===== src/rtl/present_pkg.sv =====
// present_pkg: shared definitions for the round-based PRESENT-80 core.
//   - block/key/counter widths and the default round count
//   - FSM state encoding of the round controller
//   - the 4-bit PRESENT S-box, packed as a 64-bit lookup table
//   - pLayer destination index function
package present_pkg;

  localparam int PRESENT_ROUNDS = 31;
  localparam int PRESENT_BLK_W  = 64;
  localparam int PRESENT_KEY_W  = 80;
  localparam int PRESENT_CNT_W  = 5;

  typedef enum logic [1:0] {
    ST_IDLE  = 2'd0,
    ST_ROUND = 2'd1,
    ST_FINAL = 2'd2,
    ST_OUT   = 2'd3
  } state_e;

  // S(x) is held in bits [4x+3:4x]; S = {C,5,6,B,9,0,A,D,3,E,F,8,4,7,1,2}.
  localparam logic [63:0] SBOX_TABLE = 64'h2174_8FE3_DA09_B65C;

  // pLayer: bit i moves to (16*i) mod 63, bit 63 is fixed.
  function automatic int player_idx(input int i);
    return (i == 63) ? 63 : (16 * i) % 63;
  endfunction

endpackage


===== src/rtl/present_player.sv =====
// present_player: PRESENT 64-bit bit permutation (pLayer), pure wiring.
//   data_i : block before permutation
//   data_o : block after permutation
module present_player
  import present_pkg::*;
(
  input  logic [PRESENT_BLK_W-1:0] data_i,
  output logic [PRESENT_BLK_W-1:0] data_o
);

  // The mapping is a bijection, so every output bit is driven exactly once.
  for (genvar gi = 0; gi < PRESENT_BLK_W; gi++) begin : g_bit
    localparam int DST = player_idx(gi);
    assign data_o[DST] = data_i[gi];
  end

endmodule


===== src/rtl/present_sbox.sv =====
// present_sbox: 4-bit PRESENT substitution box, purely combinational.
//   nib_i : input nibble
//   nib_o : substituted nibble
module present_sbox
  import present_pkg::*;
(
  input  logic [3:0] nib_i,
  output logic [3:0] nib_o
);

  assign nib_o = SBOX_TABLE[{nib_i, 2'b00} +: 4];

endmodule


===== src/rtl/present_round_datapath_ctrl.sv =====
// present_round_datapath_ctrl: round controller and 64-bit state datapath of
// a round-based PRESENT-80 encryption core. One round (addRoundKey, sLayer,
// pLayer) per clock, then a final whitening with the last round key.
//
// Ports:
//   clk, reset             : clock (rising edge), asynchronous active-high reset
//   in_valid / in_ready    : plaintext + key handshake (accepted only in IDLE)
//   plaintext              : 64-bit block, sampled in the accept cycle only
//   key_load               : key generator captures the external key this cycle
//   key_hold               : key generator keeps its key register unchanged
//   counter                : round counter fed to the key generator XOR
//   key_round              : current 64-bit round key from the key generator
//   out_valid / out_ready  : ciphertext handshake
//   ciphertext             : registered result, stable until the handshake
//
// Build option: define PRESENT_ZEROIZE_EN to clear the state and result
// registers on the output handshake edge (ciphertext then reads 0 while idle).
module present_round_datapath_ctrl
  import present_pkg::*;
#(
  parameter int ROUNDS = PRESENT_ROUNDS,
  parameter int CNT_W  = PRESENT_CNT_W
) (
  input  logic                     clk,
  input  logic                     reset,
  input  logic                     in_valid,
  output logic                     in_ready,
  input  logic [PRESENT_BLK_W-1:0] plaintext,
  output logic                     key_load,
  output logic                     key_hold,
  output logic [CNT_W-1:0]         counter,
  input  logic [PRESENT_BLK_W-1:0] key_round,
  output logic                     out_valid,
  input  logic                     out_ready,
  output logic [PRESENT_BLK_W-1:0] ciphertext
);

  localparam logic [CNT_W-1:0] LAST_CNT = CNT_W'(ROUNDS);

  state_e                   state_q, state_d;
  logic [PRESENT_BLK_W-1:0] blk_q, blk_d;
  logic [PRESENT_BLK_W-1:0] ct_q, ct_d;
  logic [CNT_W-1:0]         counter_q, counter_d;

  // Round function datapath.
  logic [PRESENT_BLK_W-1:0] ark;
  logic [PRESENT_BLK_W-1:0] sbox_out;
  logic [PRESENT_BLK_W-1:0] round_out;

  assign ark = blk_q ^ key_round;

  for (genvar gi = 0; gi < PRESENT_BLK_W / 4; gi++) begin : g_sbox
    present_sbox u_sbox (
      .nib_i (ark[4*gi +: 4]),
      .nib_o (sbox_out[4*gi +: 4])
    );
  end

  present_player u_player (
    .data_i (sbox_out),
    .data_o (round_out)
  );

  // State register.
  always_ff @(posedge clk or posedge reset) begin
    if (reset) begin
      state_q   <= ST_IDLE;
      blk_q     <= '0;
      ct_q      <= '0;
      counter_q <= '0;
    end else begin
      state_q   <= state_d;
      blk_q     <= blk_d;
      ct_q      <= ct_d;
      counter_q <= counter_d;
    end
  end

  // Next-state and datapath update.
  always_comb begin
    state_d   = state_q;
    blk_d     = blk_q;
    ct_d      = ct_q;
    counter_d = counter_q;
    case (state_q)
      ST_IDLE: begin
        if (in_valid) begin
          blk_d     = plaintext;
          counter_d = CNT_W'(1);
          state_d   = ST_ROUND;
        end
      end
      ST_ROUND: begin
        blk_d = round_out;
        // Counter parks at the last round so it never wraps or overshoots.
        if (counter_q == LAST_CNT) begin
          state_d = ST_FINAL;
        end else begin
          counter_d = counter_q + CNT_W'(1);
        end
      end
      ST_FINAL: begin
        // key_round now carries the whitening key K_{ROUNDS+1}.
        ct_d    = ark;
        state_d = ST_OUT;
      end
      ST_OUT: begin
        if (out_ready) begin
          counter_d = '0;
          state_d   = ST_IDLE;
`ifdef PRESENT_ZEROIZE_EN
          blk_d     = '0;
          ct_d      = '0;
`endif
        end
      end
      default: state_d = ST_IDLE;
    endcase
  end

  // Control outputs.
  always_comb begin
    in_ready  = 1'b0;
    key_load  = 1'b0;
    key_hold  = 1'b0;
    out_valid = 1'b0;
    case (state_q)
      ST_IDLE: begin
        in_ready = 1'b1;
        key_load = in_valid;
      end
      ST_ROUND: ;
      ST_FINAL: key_hold = 1'b1;
      ST_OUT: begin
        out_valid = 1'b1;
        key_hold  = 1'b1;
      end
      default: key_hold = 1'b1;
    endcase
    // Keep the key generator frozen while reset is applied.
    if (reset) begin
      key_load = 1'b0;
      key_hold = 1'b1;
    end
  end

  assign counter    = counter_q;
  assign ciphertext = ct_q;

endmodule


===== config.mk =====
export PLATFORM = sky130hd
export DESIGN_NAME = present_round_datapath_ctrl
export DESIGN_NICKNAME = d
export VERILOG_FILES = /design/src/rtl/present_pkg.sv /design/src/rtl/present_player.sv /design/src/rtl/present_sbox.sv /design/src/rtl/present_round_datapath_ctrl.sv
export SDC_FILE = /design/constraint.sdc
export NUM_CORES = 1
export LEC_CHECK = 0
export ABC_AREA = 0
export CAP_MARGIN = 20
export CELL_PAD_IN_SITES_DETAIL_PLACEMENT = 1
export CELL_PAD_IN_SITES_GLOBAL_PLACEMENT = 1
export CORE_MARGIN = 2
export CORE_UTILIZATION = 40
export CTS_BUF_LIST = sky130_fd_sc_hd__clkbuf_4 sky130_fd_sc_hd__clkbuf_8
export CTS_CLUSTER_SIZE = 28
export DETAILED_ROUTE_END_ITERATION = 8
export DONT_BUFFER_PORTS = 1
export GPL_TIMING_DRIVEN = 0
export PLACE_DENSITY = 0.65
export SLEW_MARGIN = 20
export SYNTH_ARGS = -nofsm -noshare
export SYNTH_HDL_FRONTEND = slang
export SYNTH_SLANG_ARGS = --single-unit

===== constraint.sdc =====
create_clock -name clk -period 7.2 [get_ports clk]
set_clock_uncertainty 0.2 [all_clocks]
set_input_delay 2.16 -clock clk [delete_from_list [all_inputs] [get_ports clk]]
set_output_delay 2.16 -clock clk [all_outputs]
set_load 0.05 [all_outputs]

==> results by group, run 1 <==
Synthesis
  • Yosys reg bits: 135
  • Synth top area share: 39.0%
  • Mapped Cells: 878
  • Synth Warn #: 0
  • Number of synthesized flops with an enable pin: 0
  • Sequential cell area fraction in the yosys report: ~39%
  • Synthesized Nets: around 1.1k
  • Synth area leaders: dfrtp_1 39%, ha_1 7.8%, a21oi_1 5.5%
  • Post-synth top flop: dfrtp_1
  • Syn Area/Cell: 9.87 sq um
  • Netlist Area Pre-Place: between 8000 and 9000 sq um
  • Largest area contributor in the netlist: dfrtp_1
  • Async S/R FF share, synth: 100%
  • Number of distinct library cells after synthesis: between 40 and 50

Worst setup path
  • Critical path's top delay family: simple AND/OR/NAND/NOR gates
  • Max FO, Critical Path: 7
  • Worst Reg-to-Reg Cells: 8
  • WP data arrival: around 3.0 ns
  • Critical path, cell by cell: nand2_1, nor2_1
  • FF-to-FF End: blk_q[14]
  • CP Capture Type: output pin
  • Reg2reg start: state_q[0]
  • CP max-delay cell: nor2_1
  • Setup CP Type: primary input to output pin
  • Crit path launch: in_valid
  • Crit path largest cell delay: 0.69 ns
  • WP buf/inv: 0
  • CP required: 4.84 ns
  • Reg2reg setup slack: approximately 3.7 ns
  • Nature of the critical path startpoint: primary input

Hold path
  • Min-delay src: blk_q[60]
  • Cells on Worst Hold Path: 1
  • Hold Path Sink: blk_q[60]
  • Worst Hold Class: flip-flop to flip-flop

Placed design
  • Final Wtd Congestion: ~0.86
  • Pre-CTS setup slack: ~1.9 ns
  • Post-DP HPWL: approximately 23,000 um
  • IO Port Bufs: 0

Timing
  • Period Utilization, post-route: 73.8%
  • Fin Hold WS: approximately 0.31 ns
  • Final Max Tran Viols: 0
  • Headroom to the max-slew limit: a little under a fifth
  • Setup-failing EPs final: 0
  • RSZ-0062 raised after global routing: no
  • PnR worst setup slack: 1.89 ns
  • Max frequency: ~190 MHz
  • Slew @ Worst Pin: 1.21 ns
  • Setup TNS: 0 ns
  • Crit path time final: approximately 5.3 ns
  • Final Hold Vio Count: 0

Floorplan
  • Die Height: roughly 150 um
  • # rows: 53
  • Die ar.: 22,900 sq um
  • Die X-Extent: 151 um
  • Starting Density: a little over 40%
  • IO Pins: about 210
  • Total core area: approximately 21,000 sq um

Routing
  • Via/cell ratio: a little under 6
  • Routed via count: between 7k and 8k
  • Drc violations: 0
  • Count of antenna-violating nets left after detailed routing: 0
  • Drt total wl: a little over 30,000 um
  • Iteration-0 DRC Markers: 430
  • Routed wire per std cell: 25.7 um
  • DR pass1 iterations: 5

Cells and area
  • Most used cells in the layout excluding fill and tap cells: 135 x dfrtp_1, 95 x a21oi_1, 90 x inv_1, 70 x nor2_1
  • Commonest non-fill, non-tap cell in the layout: dfrtp_1
  • Layout cells sized above 1: a little under an eighth
  • Layout area overhead: 8.92%
  • Antenna cells: 0
  • Nets@finish: roughly 1.1k

GRT
  • GRT overflow: 0
  • Largest net degree at the start of global routing: 91
  • Global-route usage over all layers: 27.1%
  • Initial antenna violation count: 0
  • Number of global-route vias before repair: around 7.4k
  • First-pass GRT wire length: 45,400 um

Clock tree
  • Post-CTS Setup Inserts: 0
  • Maximum buffer depth of the clock tree: 2
  • Clock root cell: clkbuf_8
  • CTS tree: yes
  • Post-CTS Hold Fix Bufs: 0
  • Skew-Pair Late Insertion Delay: 0.46 ns
  • Post-cts resize count: 0
  • Sink Count: roughly 140
  • Clock transition at the registers of the reported paths: 0.09 ns
  • Num CTS Buffers: 17
  • H-Tree Level Count: 4

Outcome
  • Status: finished, final reports clean

Job
  • Max-cap violation count: 0
[final cells by class]
| class | instances | area [sq um] |
|---|---|---|
| fill | 2409 | 11700 |
| buffer | 41 | 166 |
| inverter | 92 | 353 |
| clock buffer | 18 | 241 |
| multi-input combinational | 610 | 4780 |
| timing repair buffer | 1 | 27.5 |
| tap | 275 | 344 |
| sequential | 135 | 3380 |
| clock inverter | 14 | 149 |
[worst reg2reg max path: stages (launching register included)]
cell and delay (ns):
dfrtp_1 0.42, inv_1 0.11, ha_1 0.52, buf_2 0.32
nand2_1 0.15, nor2_1 0.93, buf_2 0.46, a22oi_1 0.14
o21ai_0 0.13
[flip-flops by register name, summed over array words and instances (netlist names)]
register	count
ciphertext	64
blk_q	64
counter	5
state_q	2
[cells by family after synthesis]
| logic type | after synthesis | share of synthesized area [%] |
|---|---|---|
| AOI/OAI and AO/OA | 254 | 19.3 |
| xor gates and xnor gates | 83 | 10.2 |
| adders and majority gates | 54 | 7.79 |
| buffers and inverters | 133 | 5.90 |
| DFF | 135 | 39.0 |
| muxes | 56 | 9.95 |
| and+or+nand+nor | 163 | 7.91 |
[synthesized netlist by cell type (9+ instances only)]
cell	instances
a311oi_1	12
a221o_1	15
mux2_2	18
buf_2	10
ha_1	54
xnor2_2	16
clkbuf_1	26
mux2i_1	16
xor2_1	23
o21ai_0	44
a22oi_1	18
o32a_1	13
inv_1	91
nor2_1	70
nand3_1	17
mux4_2	21
a21oi_1	95
nand2_1	54
dfrtp_1	135
xnor2_1	42
a21o_1	9
o211ai_1	15
nand2b_1	11
[metrics by stage]
stage / cell area [sq um] / instances / utilization [%]
CTS: 9440 / 1186 / 44.6
finish: 9440 / 1186 / 44.6
global placement: 9010 / 1153 / 42.6
detailed placement: 9050 / 1154 / 42.8
floorplan: 8670 / 878 / -
global route: 9440 / 1186 / 44.6
[worst max path at each step]
stage	endpoint	slack [ns]	cells after the start
2_1_floorplan	blk_q[0]	1.23	1
3_3_place_gp	ciphertext[13]	-0.61	1
3_5_place_dp	key_load	1.90	2
4_1_cts	key_load	1.90	2
5_1_grt	key_load	1.84	2
6_report	key_load	1.89	2
[routing by layer]
layer | vias up | wire length, um | GRT usage (%)
met5 | - | 0 | 0
met4 | 0 | 652 | 8.08
met3 | 38 | 2230 | 6.27
met1 | 3565 | 13200 | 36.7
li1 | 3178 | - | -
met2 | 228 | 14400 | 43.4
Power of run 1 is not shown: default switching activity piles up to over one toggle a cycle in this logic, so the estimate is an artifact.
==> run 2: changes to the inputs <==
clock period = 5.3 ns   (was 7.2 ns; I/O delays follow)
==> run 2 against run 1 <==
Net effect:
- worst setup slack worse by 1.1 ns
- worst hold slack got worse by 0.011 ns
- final cell count increased by 0.34%
- clock-buffer cell count is 3 higher
- die area unchanged
==> results by group, run 2 (synthesized netlist as in run 1, its figures left out) <==
Cells and area
  • Layout area overhead: 10.6%
  • Layout cells sized above 1: 11.9% (+0.50 points)
  • Antenna cells: 0 (unchanged)
  • Most used cells in the layout excluding fill and tap cells: 135 x dfrtp_1, 95 x a21oi_1, 90 x inv_1, 69 x nor2_1
  • Nets@finish: 1,088 (+0.37%)
  • Commonest non-fill, non-tap cell in the layout: dfrtp_1

Timing
  • PnR worst setup slack: 0.833 ns (-1.06 ns)
  • Final Hold Vio Count: 0 (unchanged)
  • Crit path time final: about 4.5 ns
  • Setup TNS: 0 ns (unchanged)
  • Setup-failing EPs final: 0 (unchanged)
  • Period Utilization, post-route: between 80% and 90%
  • RSZ-0062 raised after global routing: no
  • Final Max Tran Viols: 0 (unchanged)
  • Headroom to the max-slew limit: 34.6% (+16 points)
  • Slew @ Worst Pin: 0.971 ns (-0.243 ns)
  • Max frequency: 224 MHz

Routing
  • Drt total wl: 30,900 um (+1.3%)
  • Via/cell ratio: 5.96 (+0.77%)
  • Drc violations: 0 (unchanged)
  • Count of antenna-violating nets left after detailed routing: 0 (unchanged)
  • Routed wire per std cell: 25.9 um (+0.97%)
  • Routed via count: 7,087 (+1.1%)
  • Iteration-0 DRC Markers: 491 (+14%)
  • DR pass1 iterations: 5 (unchanged)

Clock tree
  • Post-cts resize count: 0 (unchanged)
  • Sink Count: 135 (unchanged)
  • Clock transition at the registers of the reported paths: 0.09 ns (about the same)
  • Num CTS Buffers: 17 (unchanged)
  • Skew-Pair Late Insertion Delay: 0.47 ns (about the same)
  • Post-CTS Hold Fix Bufs: 0 (unchanged)
  • Post-CTS Setup Inserts: 0 (unchanged)
  • CTS tree: yes
  • H-Tree Level Count: 4 (unchanged)
  • Maximum buffer depth of the clock tree: 2 (unchanged)
  • Clock root cell: clkbuf_8

Floorplan
  • Total core area: 21,200 sq um (unchanged)
  • Die ar.: 22,900 sq um (unchanged)
  • Die X-Extent: 151 um (unchanged)
  • Die Height: 151 um (unchanged)
  • # rows: 53 (unchanged)
  • IO Pins: 205 (unchanged)
  • Starting Density: 41.0% (unchanged)

GRT
  • Number of global-route vias before repair: 7,179 (-2.5%)
  • Largest net degree at the start of global routing: 31 (-66%)
  • Global-route usage over all layers: 27.3% (+0.20 points)
  • First-pass GRT wire length: 45,200 um (-0.42%)
  • GRT overflow: 0 (unchanged)
  • Initial antenna violation count: 0 (unchanged)

Worst setup path
  • Nature of the critical path startpoint: flip-flop
  • CP required: 3.51 ns (-1.33 ns)
  • CP Capture Type: output pin
  • WP buf/inv: 2 (+2)
  • Critical path, cell by cell: inv_1, ha_1, buf_2, nand2_1, nor2_1
  • Crit path largest cell delay: 0.69 ns (about the same)
  • CP max-delay cell: nor2_1
  • Reg2reg start: state_q[0]
  • Setup CP Type: flip-flop to output pin
  • Crit path launch: state_q[0]
  • Max FO, Critical Path: 10 (+3)
  • Critical path's top delay family: simple AND/OR/NAND/NOR gates
  • WP data arrival: 2.68 ns (-0.27 ns)

Hold path
  • Min-delay src: blk_q[60]
  • Worst Hold Class: flip-flop to flip-flop

Placed design
  • Pre-CTS setup slack: 1.14 ns (-0.755 ns)
  • Final Wtd Congestion: 0.865 (+0.77%)
  • IO Port Bufs: 0 (unchanged)
  • Post-DP HPWL: 23,200 um (+0.60%)

Outcome
  • Status: finished, final reports clean

Job
  • Max-cap violation count: 0 (unchanged)
-- run 2: cell types whose count changed in the layout (fill, tap and decap cells not counted), sizes merged --
cell,before,now
bufinv,2,4
buf,16,20
clkbuf,44,47
clkinv,5,4
inv,95,92
clkinvlp,4,3
-- run 2: cell type report --
type | count | area, sq um
plain buffers | 41 | 166
multi-input cells | 610 | 4780
flip-flops and latches | 135 | 3380
inverters | 92 | 349
clock inverters | 11 | 171
repair buffers | 5 | 115
clock buffers | 21 | 277
well taps | 275 | 344
fillers | 2404 | 11600
-- run 2: through the flow --
| step | util [%] | instances | hold slack [ns] | instance area (sq um) |
|---|---|---|---|---|
| 4_1_cts | 45.3 | 1190 | 0.309 | 9580 |
| 2_1_floorplan | - | 878 | 0.269 | 8670 |
| 3_3_place_gp | 42.6 | 1153 | 0.288 | 9020 |
| 5_1_grt | 45.3 | 1190 | 0.339 | 9590 |
| 6_report | 45.3 | 1190 | 0.303 | 9590 |
| 3_5_place_dp | 43.2 | 1158 | 0.289 | 9140 |
-- run 2: layer usage --
layer / global-route usage [%] / vias up / part of all wire (%)
met5: 0 / - / 0
met4: 5.98 / 0 / 1.5
met3: 8.34 / 37 / 7.9
met2: 44.1 / 212 / 47
met1: 36.1 / 3660 / 43
li1: - / 3178 / -
-- run 2: worst paths after layout --
kind | end | slack (ns) | cells past startpoint
worst max-delay path | key_load | 0.83 | 5
worst min-delay path | blk_q[60] | 0.30 | 1
worst max register to register | blk_q[17] | 2.18 | 7
worst min register to register | blk_q[60] | 0.30 | 1
max in group asynchronous | blk_q[14] | 3.45 | 3
min in group asynchronous | blk_q[59] | 0.77 | 1
Power of run 2 is left out for the same reason.
